$ cat src/rtl/presents_manager.sv
// presents_manager: owns the three on-screen presents -- spawn allocation, per-frame
// fall/land/blink timing, and serialisation of collections into reward pulses.
module presents_manager #(
  parameter int FLOOR_Y       = 400,
  parameter int PRESENT_H     = 16,
  parameter int FALL_STEP     = 2,
  parameter int LAND_FRAMES   = 180,
  parameter int BLINK_FRAMES  = 60,
  parameter bit ROPE_COLLECTS = 1'b0
) (
  input  logic        clk,
  input  logic        resetN,
  input  logic        startOfFrame,
  input  logic        clearAll,
  input  logic        spawnReq,
  input  logic [10:0] spawnX,
  input  logic [10:0] spawnY,
  input  logic [2:0]  colPlayer,
  input  logic [2:0]  colRope,
  output logic [2:0]  presentActive,
  output logic [2:0]  presentVisible,
  output logic [10:0] topLeftX0,
  output logic [10:0] topLeftX1,
  output logic [10:0] topLeftX2,
  output logic [10:0] topLeftY0,
  output logic [10:0] topLeftY1,
  output logic [10:0] topLeftY2,
  output logic [1:0]  presentType0,
  output logic [1:0]  presentType1,
  output logic [1:0]  presentType2,
  output logic        rewardValid,
  output logic [1:0]  rewardType,
  output logic        spawnDropped
);

  localparam int NUM_SLOTS = 3;
  localparam int CNT_MAX   = (LAND_FRAMES > BLINK_FRAMES) ? LAND_FRAMES : BLINK_FRAMES;
  localparam int CNT_W_RAW = $clog2(CNT_MAX + 1);
  localparam int CNT_W     = (CNT_W_RAW < 4) ? 4 : CNT_W_RAW;

  localparam logic [11:0]      REST_Y     = 12'(FLOOR_Y - PRESENT_H);
  localparam logic [11:0]      STEP       = 12'(FALL_STEP);
  localparam logic [CNT_W-1:0] LAND_LOAD  = CNT_W'(LAND_FRAMES - 1);
  localparam logic [CNT_W-1:0] BLINK_LOAD = CNT_W'(BLINK_FRAMES - 1);

  typedef enum logic [1:0] {
    S_IDLE    = 2'd0,
    S_FALLING = 2'd1,
    S_LANDED  = 2'd2,
    S_BLINK   = 2'd3
  } slot_state_t;

  slot_state_t      state_q [NUM_SLOTS];
  slot_state_t      state_d [NUM_SLOTS];
  logic [10:0]      x_q     [NUM_SLOTS];
  logic [10:0]      x_d     [NUM_SLOTS];
  logic [10:0]      y_q     [NUM_SLOTS];
  logic [10:0]      y_d     [NUM_SLOTS];
  logic [1:0]       ptype_q [NUM_SLOTS];
  logic [1:0]       ptype_d [NUM_SLOTS];
  logic [CNT_W-1:0] cnt_q   [NUM_SLOTS];
  logic [CNT_W-1:0] cnt_d   [NUM_SLOTS];
  logic [11:0]      fall_y  [NUM_SLOTS];

  logic [2:0] pending_q, pending_d;
  logic [2:0] visible_q, visible_d;
  logic [2:0] idle_mask, hits, eff_pending, grant, alloc;
  logic [7:0] lfsr_q, lfsr_d;
  logic [1:0] new_type;
  logic       reward_valid_q, reward_valid_d;
  logic [1:0] reward_type_q, reward_type_d;
  logic       spawn_dropped_q, spawn_dropped_d;

  assign lfsr_d   = {lfsr_q[6:0], lfsr_q[7] ^ lfsr_q[5] ^ lfsr_q[4] ^ lfsr_q[3]};
  assign new_type = (lfsr_q[1:0] == 2'b11) ? 2'b00 : lfsr_q[1:0];

  always_comb begin
    idle_mask = '0;
    hits      = '0;
    for (int i = 0; i < NUM_SLOTS; i++) begin
      idle_mask[i] = (state_q[i] == S_IDLE);
      hits[i]      = (state_q[i] != S_IDLE) &&
                     (colPlayer[i] || (ROPE_COLLECTS && colRope[i]));
      fall_y[i]    = {1'b0, y_q[i]} + STEP;
    end
  end

  // Same-cycle collisions join the pending set so a single hit rewards next cycle.
  assign eff_pending = pending_q | hits;

  always_comb begin
    grant = '0;
    alloc = '0;
    for (int i = NUM_SLOTS - 1; i >= 0; i--) begin
      if (eff_pending[i]) begin
        grant    = '0;
        grant[i] = 1'b1;
      end
      if (idle_mask[i]) begin
        alloc    = '0;
        alloc[i] = 1'b1;
      end
    end
  end

  always_comb begin
    for (int i = 0; i < NUM_SLOTS; i++) begin
      state_d[i] = state_q[i];
      x_d[i]     = x_q[i];
      y_d[i]     = y_q[i];
      ptype_d[i] = ptype_q[i];
      cnt_d[i]   = cnt_q[i];
    end
    pending_d       = pending_q;
    reward_valid_d  = 1'b0;
    reward_type_d   = 2'b00;
    spawn_dropped_d = 1'b0;
    visible_d       = '0;

    if (clearAll) begin
      for (int i = 0; i < NUM_SLOTS; i++) begin
        state_d[i] = S_IDLE;
        cnt_d[i]   = '0;
      end
      pending_d = '0;
    end else begin
      pending_d       = eff_pending & ~grant;
      reward_valid_d  = (grant != 3'b000);
      spawn_dropped_d = spawnReq && (idle_mask == 3'b000);
      for (int i = 0; i < NUM_SLOTS; i++) begin
        if (grant[i]) begin
          reward_type_d = ptype_q[i];
          state_d[i]    = S_IDLE;
          cnt_d[i]      = '0;
        end else if (alloc[i] && spawnReq) begin
          state_d[i] = S_FALLING;
          x_d[i]     = spawnX;
          y_d[i]     = spawnY;
          ptype_d[i] = new_type;
          cnt_d[i]   = '0;
        end else if (startOfFrame && !eff_pending[i]) begin
          // Slots waiting for their reward are frozen so they cannot expire first.
          case (state_q[i])
            S_FALLING: begin
              if (fall_y[i] >= REST_Y) begin
                y_d[i]     = REST_Y[10:0];
                state_d[i] = S_LANDED;
                cnt_d[i]   = LAND_LOAD;
              end else begin
                y_d[i] = fall_y[i][10:0];
              end
            end
            S_LANDED: begin
              if (cnt_q[i] == '0) begin
                state_d[i] = S_BLINK;
                cnt_d[i]   = BLINK_LOAD;
              end else begin
                cnt_d[i] = cnt_q[i] - 1'b1;
              end
            end
            S_BLINK: begin
              if (cnt_q[i] == '0) begin
                state_d[i] = S_IDLE;
              end else begin
                cnt_d[i] = cnt_q[i] - 1'b1;
              end
            end
            default: ;
          endcase
        end
      end
    end

    for (int i = 0; i < NUM_SLOTS; i++) begin
      case (state_d[i])
        S_FALLING, S_LANDED: visible_d[i] = 1'b1;
        S_BLINK:             visible_d[i] = cnt_d[i][3];
        default:             visible_d[i] = 1'b0;
      endcase
    end
  end

  always_ff @(posedge clk or negedge resetN) begin
    if (!resetN) begin
      for (int i = 0; i < NUM_SLOTS; i++) begin
        state_q[i] <= S_IDLE;
        x_q[i]     <= '0;
        y_q[i]     <= '0;
        ptype_q[i] <= '0;
        cnt_q[i]   <= '0;
      end
      pending_q       <= '0;
      visible_q       <= '0;
      lfsr_q          <= 8'hA5;
      reward_valid_q  <= 1'b0;
      reward_type_q   <= 2'b00;
      spawn_dropped_q <= 1'b0;
    end else begin
      for (int i = 0; i < NUM_SLOTS; i++) begin
        state_q[i] <= state_d[i];
        x_q[i]     <= x_d[i];
        y_q[i]     <= y_d[i];
        ptype_q[i] <= ptype_d[i];
        cnt_q[i]   <= cnt_d[i];
      end
      pending_q       <= pending_d;
      visible_q       <= visible_d;
      lfsr_q          <= lfsr_d;
      reward_valid_q  <= reward_valid_d;
      reward_type_q   <= reward_type_d;
      spawn_dropped_q <= spawn_dropped_d;
    end
  end

  always_comb begin
    presentActive = '0;
    for (int i = 0; i < NUM_SLOTS; i++) begin
      presentActive[i] = (state_q[i] != S_IDLE);
    end
  end

  assign presentVisible = visible_q;
  assign topLeftX0      = x_q[0];
  assign topLeftX1      = x_q[1];
  assign topLeftX2      = x_q[2];
  assign topLeftY0      = y_q[0];
  assign topLeftY1      = y_q[1];
  assign topLeftY2      = y_q[2];
  assign presentType0   = ptype_q[0];
  assign presentType1   = ptype_q[1];
  assign presentType2   = ptype_q[2];
  assign rewardValid    = reward_valid_q;
  assign rewardType     = reward_type_q;
  assign spawnDropped   = spawn_dropped_q;

endmodule

$ cat config.mk
export PLATFORM = sky130hd
export DESIGN_NAME = presents_manager
export DESIGN_NICKNAME = d
export VERILOG_FILES = /design/src/rtl/presents_manager.sv
export SDC_FILE = /design/constraint.sdc
export NUM_CORES = 1
export LEC_CHECK = 0
export ABC_AREA = 1
export ABC_CLOCK_PERIOD_IN_PS = 2600
export CORE_ASPECT_RATIO = 2
export CORE_MARGIN = 4
export CORE_UTILIZATION = 25
export CTS_CLUSTER_DIAMETER = 80
export DETAILED_ROUTE_END_ITERATION = 7
export PLACE_DENSITY_LB_ADDON = 0.12
export RECOVER_POWER = 100
export SLEW_MARGIN = 25
export SYNTH_ARGS = -nofsm -noshare
export SYNTH_HDL_FRONTEND = slang
export SYNTH_SLANG_ARGS = --single-unit
$ cat constraint.sdc
create_clock -name clk -period 2.6 [get_ports clk]
set_clock_uncertainty 0.15 [all_clocks]
set_input_delay 0.39 -clock clk [delete_from_list [all_inputs] [get_ports clk]]
set_output_delay 0.39 -clock clk [all_outputs]
set_load 0.01 [all_outputs]
==> flow_summary.toml <==
[worst_setup_path]
r2r_setup_slack_ns = 0.19
r2r_start = "topLeftY1[1]$_DFFE_PN0P_"
r2r_cells = 13
worstSetupEndpointType = "primary output"
start_kind = "flip-flop"
path_max_fanout = 4
cp_data_arrival_time_ns = 1.95
cp_cell_sequence = "inv_1 > ha_1 > inv_2 > buf_4 > clkdlybuf4s50_1"
r2r-end = "presentVisible[1]$_DFF_PN0_"
critical_path_class = "flip-flop to primary output"
critPathBufInv = 4
worstPathRequired_ns = 2.06
cp_slowest_cell = "clkdlybuf4s50_1"
critPathMaxStageDelay_ns = 0.53
worstSetupEndpoint = "presentActive[0]"
worst-path-stages = 5
cpLargestDelayFamily = "buffers and inverters"
startpoint = "state_q[5]$_DFF_PN0_"

[min_path]
hp-start = "lfsr_q[6]$_DFF_PN0_"
min_path_type = "flip-flop to flip-flop"

[finish]
nFillCells = 2838
fin_cells = 1368
drive_above_1_share = 0.1765
finalNetCount = 1063
area_delta_synth_final_pct = 38.38
multi_input_area_um2 = 3251
seqCellArea_um2 = 2983
antennaDiodeCount = 0
utilization = 0.3493

[sta]
rsz0062_at_grt = "yes"
whs_ns = 0.2080
hold_viol = 0
relSlewSlack = 0.1074
slew_violations = 0
setup_viol = 0
fin_ws_ns = 0.1093
tightest_slew_ns = 1.339
tns_ns = 0
period_share = 0.9580
clock.fmax_mhz = 401.5
fin_crit_ns = 2.491

[route]
wl_per_cell_um = 15.88
drc = 0
via_count = 6018
dr.first_iter.drc_count = 209
avgViaCountPerCell = 4.399
firstDrtPassIters = 5
ant_nets = 0
wirelength_um = 21720

[logic_synthesis]
postSynthCellCount = 828
synth-seq-area-share = 0.4409
synth_area_um2 = 6765
yosys_warnings = 0
avgSynthCellArea_um2 = 8.171
async_reset_ff_frac = 1.000
synth_cell_types = 53
syn_nets = 884
synth_edf_count = 0
ys_seq_elements = 119
synth_top_flop_cell = "dfrtp_1"

[global_route]
grt_pass1_wl_um = 34860
grt_overflow = 0
antenna_found_initial = 0
grt_max_degree = 60
grt_pass1_vias = 6399
grt_use_total = 0.1509

[cts]
cts_inserted_buffers = 17
cts-root-buf = "clkbuf_16"
cts_buffer_depth = 2
clock-sinks = 119
cts_max_level = 4
clock_latency_ns = 0.44
path_clk_slew_ns = 0.06
cts_tree = "built"

[place]
place_ws_ns = 0.02456
globalplace.congestion = 0.7832
placedCellCount = 1333
hpwl_um = 17240
portBuffers = 111

[floorplanning]
coreArea_um2 = 26800
start_util = 0.2524
ios = 115
row_count = 85
die_x_um = 124.3
die-area_um2 = 29920
chipHeight_um = 240.6

[run]
cap_violations = 0

[pwr]
leakage_nw = 4.539
p_per_area_nw_per_um2 = 894.1
irDropWorstVdd_v = 0.0006569

[run_status]
status = "completed"
## through the flow
stage               total power (W)  cell area (um2)
finish                     0.008370             9361
global route               0.008959             9361
CTS                        0.008710             9354
detailed placement         0.005967             8692
global placement           0.005963             8692
floorplan                  0.004226             6765
## cells in the final DEF, fill, tap and decap left out, types with 17 or more instances in the layout
cell / instances
clkdlybuf4s50_1: 33
buf_4: 53
inv_1: 102
o21ai_0: 46
dlygate4sd3_1: 78
nor2_1: 44
nand2_1: 192
xor2_1: 17
o21ai_1: 30
inv_2: 19
ha_1: 22
nand3_1: 53
clkbuf_16: 17
a21oi_1: 42
dfrtp_1: 115
## kinds of logic (layout without fill, tap and decap cells)
family          count (synthesis)  after routing  synth area share
simple gates                  358            358            0.2508
xor+xnor                       22             22           0.02848
compound gates                171            171            0.1552
buf+inv                       135            327           0.08212
fa+ha+maj                      23             23           0.04254
flops                         119            119            0.4409
## worst min path at each step
| stage | endpoint | cells after the start |
|---|---|---|
| 5_1_grt | lfsr_q[7]$_DFF_PN1_ | 0 |
| 4_1_cts | lfsr_q[7]$_DFF_PN1_ | 0 |
| 3_3_place_gp | lfsr_q[7]$_DFF_PN1_ | 0 |
| 6_report | lfsr_q[7]$_DFF_PN1_ | 0 |
| 2_1_floorplan | cnt_q[0]$_DFFE_PN0P_ | 0 |
| 3_5_place_dp | lfsr_q[7]$_DFF_PN1_ | 0 |
## state kept, by name (all words and copies together), names as in the netlist, 6 cells and up
| signal | flops |
|---|---|
| lfsr_q | 8 |
| topLeftY2 | 11 |
| cnt_q | 24 |
| topLeftX2 | 11 |
| topLeftX0 | 11 |
| topLeftY0 | 11 |
| state_q | 6 |
| topLeftY1 | 11 |
| topLeftX1 | 11 |
## layer usage
layer	vias up	GRT usage	wire length [um]
met3	26	0.04230	957
met5	-	0	0
met2	114	0.2950	12270
met1	2818	0.1480	8005
li1	3060	-	-
met4	0	0.06053	487
## power by group
part	internal, W	switching (W)	leakage (nW)
combinational	0.00135	0.00161	2.70
sequential	0.00231	0.000442	1.53
clock	0.00170	0.000951	0.310
total	0.00537	0.00300	4.54
## worst register-to-register path: stages (launching register included)
cell and delay (ns):
dfrtp_1 0.39, buf_4 0.15, nand3_1 0.16, inv_1 0.06
nand2_1 0.08, xor2_1 0.18, nand2_1 0.14, nand2_1 0.16
nand2_1 0.13, a31oi_1 0.22, inv_1 0.07, ha_1 0.27
inv_1 0.03, a21oi_1 0.15
## timing repair
action | in CTS | in global routing
setup buffers | 0 | 2
hold buffers | 1 | 0
setup endpoints to repair | 0 | 3
hold endpoints to repair | 24 | 0
gates resized for setup | 0 | 7
## synthesized netlist by cell type, types with 11 or more instances
library cell / n / area share
o21ai_0: 46 / 0.034
nand2_1: 192 / 0.11
o21ai_1: 30 / 0.022
a22oi_1: 11 / 0.012
nand3_1: 55 / 0.041
inv_2: 19 / 0.011
dfrtp_1: 115 / 0.43
xor2_1: 17 / 0.022
a21oi_1: 43 / 0.032
ha_1: 23 / 0.043
inv_1: 102 / 0.057
nand2_2: 14 / 0.013
nor2_1: 44 / 0.024
## final cells by class
| cell class | instances | area share |
|---|---|---|
| clock buffers | 17 | 0.04544 |
| clock inverters | 15 | 0.02419 |
| inverters | 123 | 0.04972 |
| flip-flops and latches | 119 | 0.3186 |
| multi-input cells | 574 | 0.3472 |
| repair buffers | 172 | 0.1683 |
| well taps | 348 | 0.04651 |
Note: power is estimated with default switching activity, not from simulation.
